==> config.mk <==
export PLATFORM = sky130hd
export DESIGN_NAME = mem_access_stage_flat
export DESIGN_NICKNAME = d
export VERILOG_FILES = /design/src/rtl/mem_access_stage_pkg.sv /design/src/rtl/mem_access_stage_if.sv /design/src/rtl/mem_access_stage_wait_timer.sv /design/src/rtl/mem_access_stage.sv /design/src/flat_wrapper.sv
export SDC_FILE = /design/constraint.sdc
export NUM_CORES = 1
export LEC_CHECK = 0
export CORE_MARGIN = 1
export CORE_UTILIZATION = 43
export DETAILED_ROUTE_END_ITERATION = 16
export PLACE_DENSITY = 0.95
export SETUP_SLACK_MARGIN = 0.3
export SYNTH_ARGS = -nofsm -noshare
export SYNTH_HDL_FRONTEND = slang
export SYNTH_SLANG_ARGS = --single-unit
==> constraint.sdc <==
create_clock -name clk -period 6.5 [get_ports clk]
set_input_delay 1.3 -clock clk [delete_from_list [all_inputs] [get_ports clk]]
set_output_delay 1.3 -clock clk [all_outputs]
set_load 0.02 [all_outputs]
==> src/rtl/mem_access_stage_pkg.sv <==
// Shared types and constants for the MEM pipeline stage: FSM states,
// exception codes and datapath widths.
package mem_access_stage_pkg;

  localparam int DATA_W = 32;
  localparam int REG_W  = 5;

  typedef enum logic [1:0] {
    IDLE = 2'd0,
    WAIT = 2'd1,
    DONE = 2'd2
  } state_t;

  typedef enum logic [1:0] {
    EXC_NONE     = 2'b00,
    EXC_MISALIGN = 2'b01,
    EXC_BUS      = 2'b10
  } exc_t;

endpackage

==> src/rtl/mem_access_stage_if.sv <==
// Data-memory request/acknowledge bus between the MEM stage (master)
// and the multi-cycle data memory (slave).
interface mem_access_stage_if;
  import mem_access_stage_pkg::*;

  logic              mem_req;
  logic              mem_we;
  logic [DATA_W-1:0] mem_addr;
  logic [DATA_W-1:0] mem_wdata;
  logic              mem_ack;
  logic [DATA_W-1:0] mem_rdata;

  modport master (
    output mem_req, mem_we, mem_addr, mem_wdata,
    input  mem_ack, mem_rdata
  );

  modport slave (
    input  mem_req, mem_we, mem_addr, mem_wdata,
    output mem_ack, mem_rdata
  );

endinterface

==> src/rtl/mem_access_stage_wait_timer.sv <==
// WAIT-state watchdog: counts cycles without an acknowledge and flags
// the last permitted cycle.
module mem_wait_timer #(
  parameter int unsigned TIMEOUT = 255
) (
  input  logic clk,
  input  logic rst,
  input  logic clr,
  input  logic en,
  output logic expire
);

  localparam logic [7:0] LAST = 8'(TIMEOUT - 1);

  logic [7:0] cnt;

  always_ff @(posedge clk or posedge rst) begin
    if (rst)     cnt <= '0;
    else if (clr) cnt <= '0;
    else if (en)  cnt <= cnt + 8'd1;
  end

  assign expire = (cnt == LAST);

endmodule

==> src/rtl/mem_access_stage.sv <==
// MEM pipeline stage: converts loads/stores into a req/ack transaction,
// stalls upstream while it is outstanding and builds the MEM/WB bundle.
module mem_access_stage
  import mem_access_stage_pkg::*;
#(
  parameter int unsigned TIMEOUT = 255
) (
  input  logic                clk,
  input  logic                rst,
  input  logic                in_valid,
  input  logic                in_memread,
  input  logic                in_memwrite,
  input  logic                in_regwrite,
  input  logic                in_memtoreg,
  input  logic [DATA_W-1:0]   in_addr,
  input  logic [DATA_W-1:0]   in_wdata,
  input  logic [REG_W-1:0]    in_rd,
  output logic                stall,
  mem_access_stage_if.master  bus,
  output logic                out_valid,
  output logic                out_regwrite,
  output logic                out_memtoreg,
  output logic [DATA_W-1:0]   out_read_data,
  output logic [DATA_W-1:0]   out_alu,
  output logic [REG_W-1:0]    out_rd,
  output logic [1:0]          out_exc
);

  state_t            state, state_n;
  logic [DATA_W-1:0] rdata_p1;
  exc_t              exc_p1;
  logic              access, misaligned, ack;
  logic              issue, ack_hit, to_hit;
  logic              tmr_clr, tmr_en, tmr_expire;

  assign access     = in_valid & (in_memread | in_memwrite);
  assign misaligned = (in_addr[1:0] != 2'b00);
  // Acknowledges outside an outstanding request are meaningless.
  assign ack        = bus.mem_ack & bus.mem_req;

  assign out_alu      = in_addr;
  assign out_rd       = in_rd;
  assign out_memtoreg = in_memtoreg;

  mem_wait_timer #(.TIMEOUT(TIMEOUT)) u_timer (
    .clk    (clk),
    .rst    (rst),
    .clr    (tmr_clr),
    .en     (tmr_en),
    .expire (tmr_expire)
  );

  always_comb begin
    state_n       = state;
    stall         = 1'b0;
    out_valid     = 1'b0;
    out_regwrite  = 1'b0;
    out_read_data = '0;
    out_exc       = EXC_NONE;
    issue         = 1'b0;
    ack_hit       = 1'b0;
    to_hit        = 1'b0;
    tmr_clr       = 1'b0;
    tmr_en        = 1'b0;
    case (state)
      IDLE: begin
        if (access && misaligned) begin
          out_valid = 1'b1;
          out_exc   = EXC_MISALIGN;
        end else if (access) begin
          stall   = 1'b1;
          issue   = 1'b1;
          tmr_clr = 1'b1;
          state_n = WAIT;
        end else begin
          out_valid    = in_valid;
          out_regwrite = in_regwrite;
        end
      end
      WAIT: begin
        stall = 1'b1;
        // Ack takes priority over a coincident timeout.
        if (ack) begin
          ack_hit = 1'b1;
          state_n = DONE;
        end else if (tmr_expire) begin
          to_hit  = 1'b1;
          state_n = DONE;
        end else begin
          tmr_en = 1'b1;
        end
      end
      DONE: begin
        out_valid     = 1'b1;
        out_read_data = rdata_p1;
        out_exc       = exc_p1;
        out_regwrite  = in_regwrite & (exc_p1 == EXC_NONE);
        state_n       = IDLE;
      end
      default: state_n = IDLE;
    endcase
  end

  // Request issue / completion boundary
  always_ff @(posedge clk or posedge rst) begin
    if (rst) begin
      state         <= IDLE;
      bus.mem_req   <= 1'b0;
      bus.mem_we    <= 1'b0;
      bus.mem_addr  <= '0;
      bus.mem_wdata <= '0;
      rdata_p1      <= '0;
      exc_p1        <= EXC_NONE;
    end else begin
      state <= state_n;
      if (issue) begin
        bus.mem_req   <= 1'b1;
        bus.mem_we    <= in_memwrite;
        bus.mem_addr  <= in_addr;
        bus.mem_wdata <= in_wdata;
      end
      if (ack_hit) begin
        bus.mem_req <= 1'b0;
        rdata_p1    <= bus.mem_we ? '0 : bus.mem_rdata;
        exc_p1      <= EXC_NONE;
      end else if (to_hit) begin
        bus.mem_req <= 1'b0;
        rdata_p1    <= '0;
        exc_p1      <= EXC_BUS;
      end
    end
  end

endmodule

==> src/flat_wrapper.sv <==
// flat-port wrapper written by rule: the top's interface ports become plain ports
module mem_access_stage_flat import mem_access_stage_pkg::*;
#(
  parameter int unsigned TIMEOUT = 255
)
  (clk, rst, in_valid, in_memread, in_memwrite, in_regwrite, in_memtoreg, in_addr, in_wdata, in_rd, stall, out_valid, out_regwrite, out_memtoreg, out_read_data, out_alu, out_rd, out_exc, bus_mem_req, bus_mem_we, bus_mem_addr, bus_mem_wdata, bus_mem_ack, bus_mem_rdata);
  mem_access_stage_if bus_i ();
  input  logic clk;
  input  logic rst;
  input  logic in_valid;
  input  logic in_memread;
  input  logic in_memwrite;
  input  logic in_regwrite;
  input  logic in_memtoreg;
  input  logic [DATA_W-1:0] in_addr;
  input  logic [DATA_W-1:0] in_wdata;
  input  logic [REG_W-1:0] in_rd;
  output logic stall;
  output logic out_valid;
  output logic out_regwrite;
  output logic out_memtoreg;
  output logic [DATA_W-1:0] out_read_data;
  output logic [DATA_W-1:0] out_alu;
  output logic [REG_W-1:0] out_rd;
  output logic [1:0] out_exc;
  output wire logic [$bits(bus_i.mem_req)-1:0] bus_mem_req;
  output wire logic [$bits(bus_i.mem_we)-1:0] bus_mem_we;
  output wire logic [$bits(bus_i.mem_addr)-1:0] bus_mem_addr;
  output wire logic [$bits(bus_i.mem_wdata)-1:0] bus_mem_wdata;
  input wire logic [$bits(bus_i.mem_ack)-1:0] bus_mem_ack;
  input wire logic [$bits(bus_i.mem_rdata)-1:0] bus_mem_rdata;
  assign bus_mem_req = bus_i.mem_req;
  assign bus_mem_we = bus_i.mem_we;
  assign bus_mem_addr = bus_i.mem_addr;
  assign bus_mem_wdata = bus_i.mem_wdata;
  assign bus_i.mem_ack = bus_mem_ack;
  assign bus_i.mem_rdata = bus_mem_rdata;
  mem_access_stage #(.TIMEOUT(TIMEOUT)) u_core (.clk(clk), .rst(rst), .in_valid(in_valid), .in_memread(in_memread), .in_memwrite(in_memwrite), .in_regwrite(in_regwrite), .in_memtoreg(in_memtoreg), .in_addr(in_addr), .in_wdata(in_wdata), .in_rd(in_rd), .stall(stall), .bus(bus_i), .out_valid(out_valid), .out_regwrite(out_regwrite), .out_memtoreg(out_memtoreg), .out_read_data(out_read_data), .out_alu(out_alu), .out_rd(out_rd), .out_exc(out_exc));
endmodule
==> implementation parameters <==
Parameter                              Value

Clock network
  Number of H-tree branching levels ... 3
  Post-CTS sizing ... 0
  Number of clock sinks seen by CTS ... 109
  Clock slew seen by the registers of the worst setup and hold paths ... 100 ps
  Count of buffers added by post-CTS timing repair for setup ... 0
  Max Buffers Root-to-Sink ... 2
  Clock tree root driver cell ... clkbuf_8
  Number of buffers inserted for hold repair after clock tree synthesis ... 0
  Clock tree from TritonCTS ... yes
  Insertion delay of the later-clocked pin in the worst-skew pair ... ~370 ps
  Number of buffers created by CTS ... 9

Setup path
  Kind of critical path ... in -> out
  Startpoint types ... input port
  Sort of element at the end of the critical path ... output pin
  Sequence of cells on the critical path ... clkdlybuf4s50_1 -> o21ai_2 -> o21ai_0 -> nor3b_1 -> clkdlybuf4s50_1
  CP required ... between 5000 and 6000 ps
  Critical Path Most Common Cell ... clkdlybuf4s50_1
  Critical Path AT ... 3060 ps
  Cell with the largest stage delay on the worst path ... clkdlybuf4s50_1
  Max incr delay on CP ... around 660 ps
  Maximum fanout encountered on the critical timing path ... 5

Synthesis
  Syn avg cell area ... 9.76 µm²
  Count of cell types in the netlist ... 42
  Top-area cell type share of the netlist area ... 0.573
  Syn nets ... 599
  Leading cell types by total area after synthesis ... dfrtp_1, nand2_1, buf_4, a22o_1, and2_1
  Async SR Flop Fraction ... 1.00
  Post-Syn Area ... approximately 0.0048 mm²
  Number of enable-type register cells in the synthesized netlist ... 0
  Instance count of the mapped netlist ... 488
  Number of synthesized register bits ... 109
  Leading area contributor after synthesis ... dfrtp_1
  Yosys Warn Count ... 0
  Prevailing post-synth register cell ... dfrtp_1
  Sequential element share of the synthesized area ... 0.573

Placement
  PortBufs ... roughly 240
  Final HPWL from detailed placement ... 8890 µm
  Routability cong. ... approximately 0.8

STA
  Post-Route Skew ... 11.5 ps
  Number of max-slew violations in the final report ... 0
  Min Tclk post-route ... 4360 ps
  Number of setup violations in the final report ... 0
  Fmax ... 0.230 GHz
  Unrepaired setup endpoints after global routing ... false
  Worst Max-Slew Pin Slew ... roughly 1200 ps
  Final critical-path share of the clock period ... 0.670
  Worst rel slew slack ... 0.167
  Aggregate negative setup slack ... 0 ps
  Final hold violations ... 0

Global route
  Gr ovfl total ... 0
  Combined global-route utilization of all metal layers ... 0.216
  First-pass GRT wire length ... 19300 µm
  Maximum number of pins on one net before global-route repair ... 71
  Vias in the first global route ... 4101
  Initial antenna violation count ... 0

Layout
  Area growth from synthesis to layout ... 50.0%
  Filler cell count in the final layout ... 766
  Number of diodes added for antenna fixing ... 0
  Ratio of cells with drive above 1 in the final layout ... 0.0469
  Final-stage net count ... 788

Route
  Iteration-0 DRC count of the detailed router ... ~160
  DR WL/cell ... 15.0 µm
  Detailed-route vias per instance ... 4.91
  Via count of the routed design ... between 4000 and 5000
  Wire length after detailed routing ... 12300 µm
  Antenna violation net count after detailed routing ... 0
  Drt pass-1 iters ... 4
  # DRC ... 0

Power
  Final total power ... 2.72 mW
  Static leakage power ... 3.35 nW
  Areal power density over the cells ... 381 mW/mm²
  Worst vdd rail ir drop ... around 0.24 mV

Die
  Y dimension of the die ... 107 µm
  Number of standard-cell rows in the floorplan ... 38
  Die area ... 0.0115 mm²
  Die Width ... between 100 and 150 µm
  Number of placed I/O pins ... 250
  Core area ... 0.0108 mm²
  Initial Utilization ... 0.441

Flow run
  Maximum Capacitance Violations ... 0

Worst hold path
  Worst hold path class ... reg -> reg

Status
  Outcome ... complete, no violations
==> cells in the mapped netlist, drive strengths merged, types with 2 or more instances <==
cell	instances
a21oi	4
a22o	32
and2	36
and2b	2
buf	54
clkbuf	9
dfrtp	109
ha	2
inv	4
nand2	194
nand2b	2
nand3	6
nor2	5
nor3	4
nor4	2
o211ai	2
o21ai	5
==> layer usage <==
metal,GRT usage,share of wire
met4,0.0939,0.022
met1,0.263,0.39
met5,0,0
met3,0.0620,0.090
met2,0.358,0.49
==> cells in the final DEF, fill, tap and decap left out, drive strengths merged, types with 2 or more instances in the layout <==
cell / instances
a21oi: 4
a22o: 32
and2: 36
and2b: 2
buf: 4
clkbuf: 11
clkdlybuf4s50: 237
clkinv: 2
clkinvlp: 2
dfrtp: 109
ha: 2
inv: 4
nand2: 194
nand2b: 2
nand3: 6
nor2: 5
nor3: 4
nor4: 2
o211ai: 2
o21ai: 5
==> worst max-delay path, delay by kind of cell <==
family          cells  cell delay (ps)
simple gates        1              270
compound gates      2              380
buf+inv             2             1110
==> final cells by class <==
type / instances / area (µm²) / area share
flip-flops and latches: 109 / 2730 / 0.382
repair buffers: 241 / 2400 / 0.336
multi-input cells: 312 / 1610 / 0.226
well taps: 140 / 175 / 0.0245
clock buffers: 11 / 151 / 0.0212
clock inverters: 5 / 58.8 / 0.00823
inverters: 4 / 17.5 / 0.00245
==> metrics by stage <==
step                      hold slack [ps]  cell area, µm²  utilization  instances  worst slack [ps]
final                                 484            7140        0.662        822              2140
after global routing                  509            7140        0.662        822              2040
after CTS                             487            7140        0.662        822              2130
after detailed placement              461            6930        0.642        806              2140
after global placement                457            6930        0.642        806              2220
after floorplan                       458            4760            -        488              2330
==> sequential cells by signal, summed over array words and instances, names as in the netlist <==
| signal | count |
|---|---|
| u_core.exc_p1 | 1 |
| u_core.bus.mem_addr | 32 |
| u_core.u_timer.cnt | 8 |
| u_core.state | 2 |
| u_core.bus.mem_req | 1 |
| u_core.rdata_p1 | 32 |
| u_core.bus.mem_wdata | 32 |
| u_core.bus.mem_we | 1 |
==> power breakdown <==
group | internal [mW] | switching, mW | total [mW]
Combinational | 0.573 | 0.602 | 1.18
Clock | 0.199 | 0.222 | 0.421
Sequential | 0.953 | 0.172 | 1.12
Total | 1.72 | 0.997 | 2.72
==> final timing paths <==
kind | start | endpoint | slack (ps) | cells past startpoint
min in group asynchronous | rst | u_core.bus.mem_addr[19] | 1360 | 2
worst max register to register | u_core.state[0] | u_core.bus.mem_wdata[15] | 4220 | 4
worst min register to register | u_core.bus.mem_addr[30] | u_core.bus.mem_addr[30] | 480 | 2
worst max-delay path | in_memwrite | out_regwrite | 2140 | 5
max in group asynchronous | rst | u_core.bus.mem_wdata[15] | 3960 | 3
worst min-delay path | u_core.bus.mem_addr[30] | u_core.bus.mem_addr[30] | 480 | 2
==> kinds of logic after synthesis <==
logic type / share of synthesized area
DFF: 0.573
and+or+nand+nor: 0.238
adders and majority gates: 0.00525
AOI/OAI and AO/OA: 0.0935
buffers and inverters: 0.0909
(Power assumes the default switching activity.)
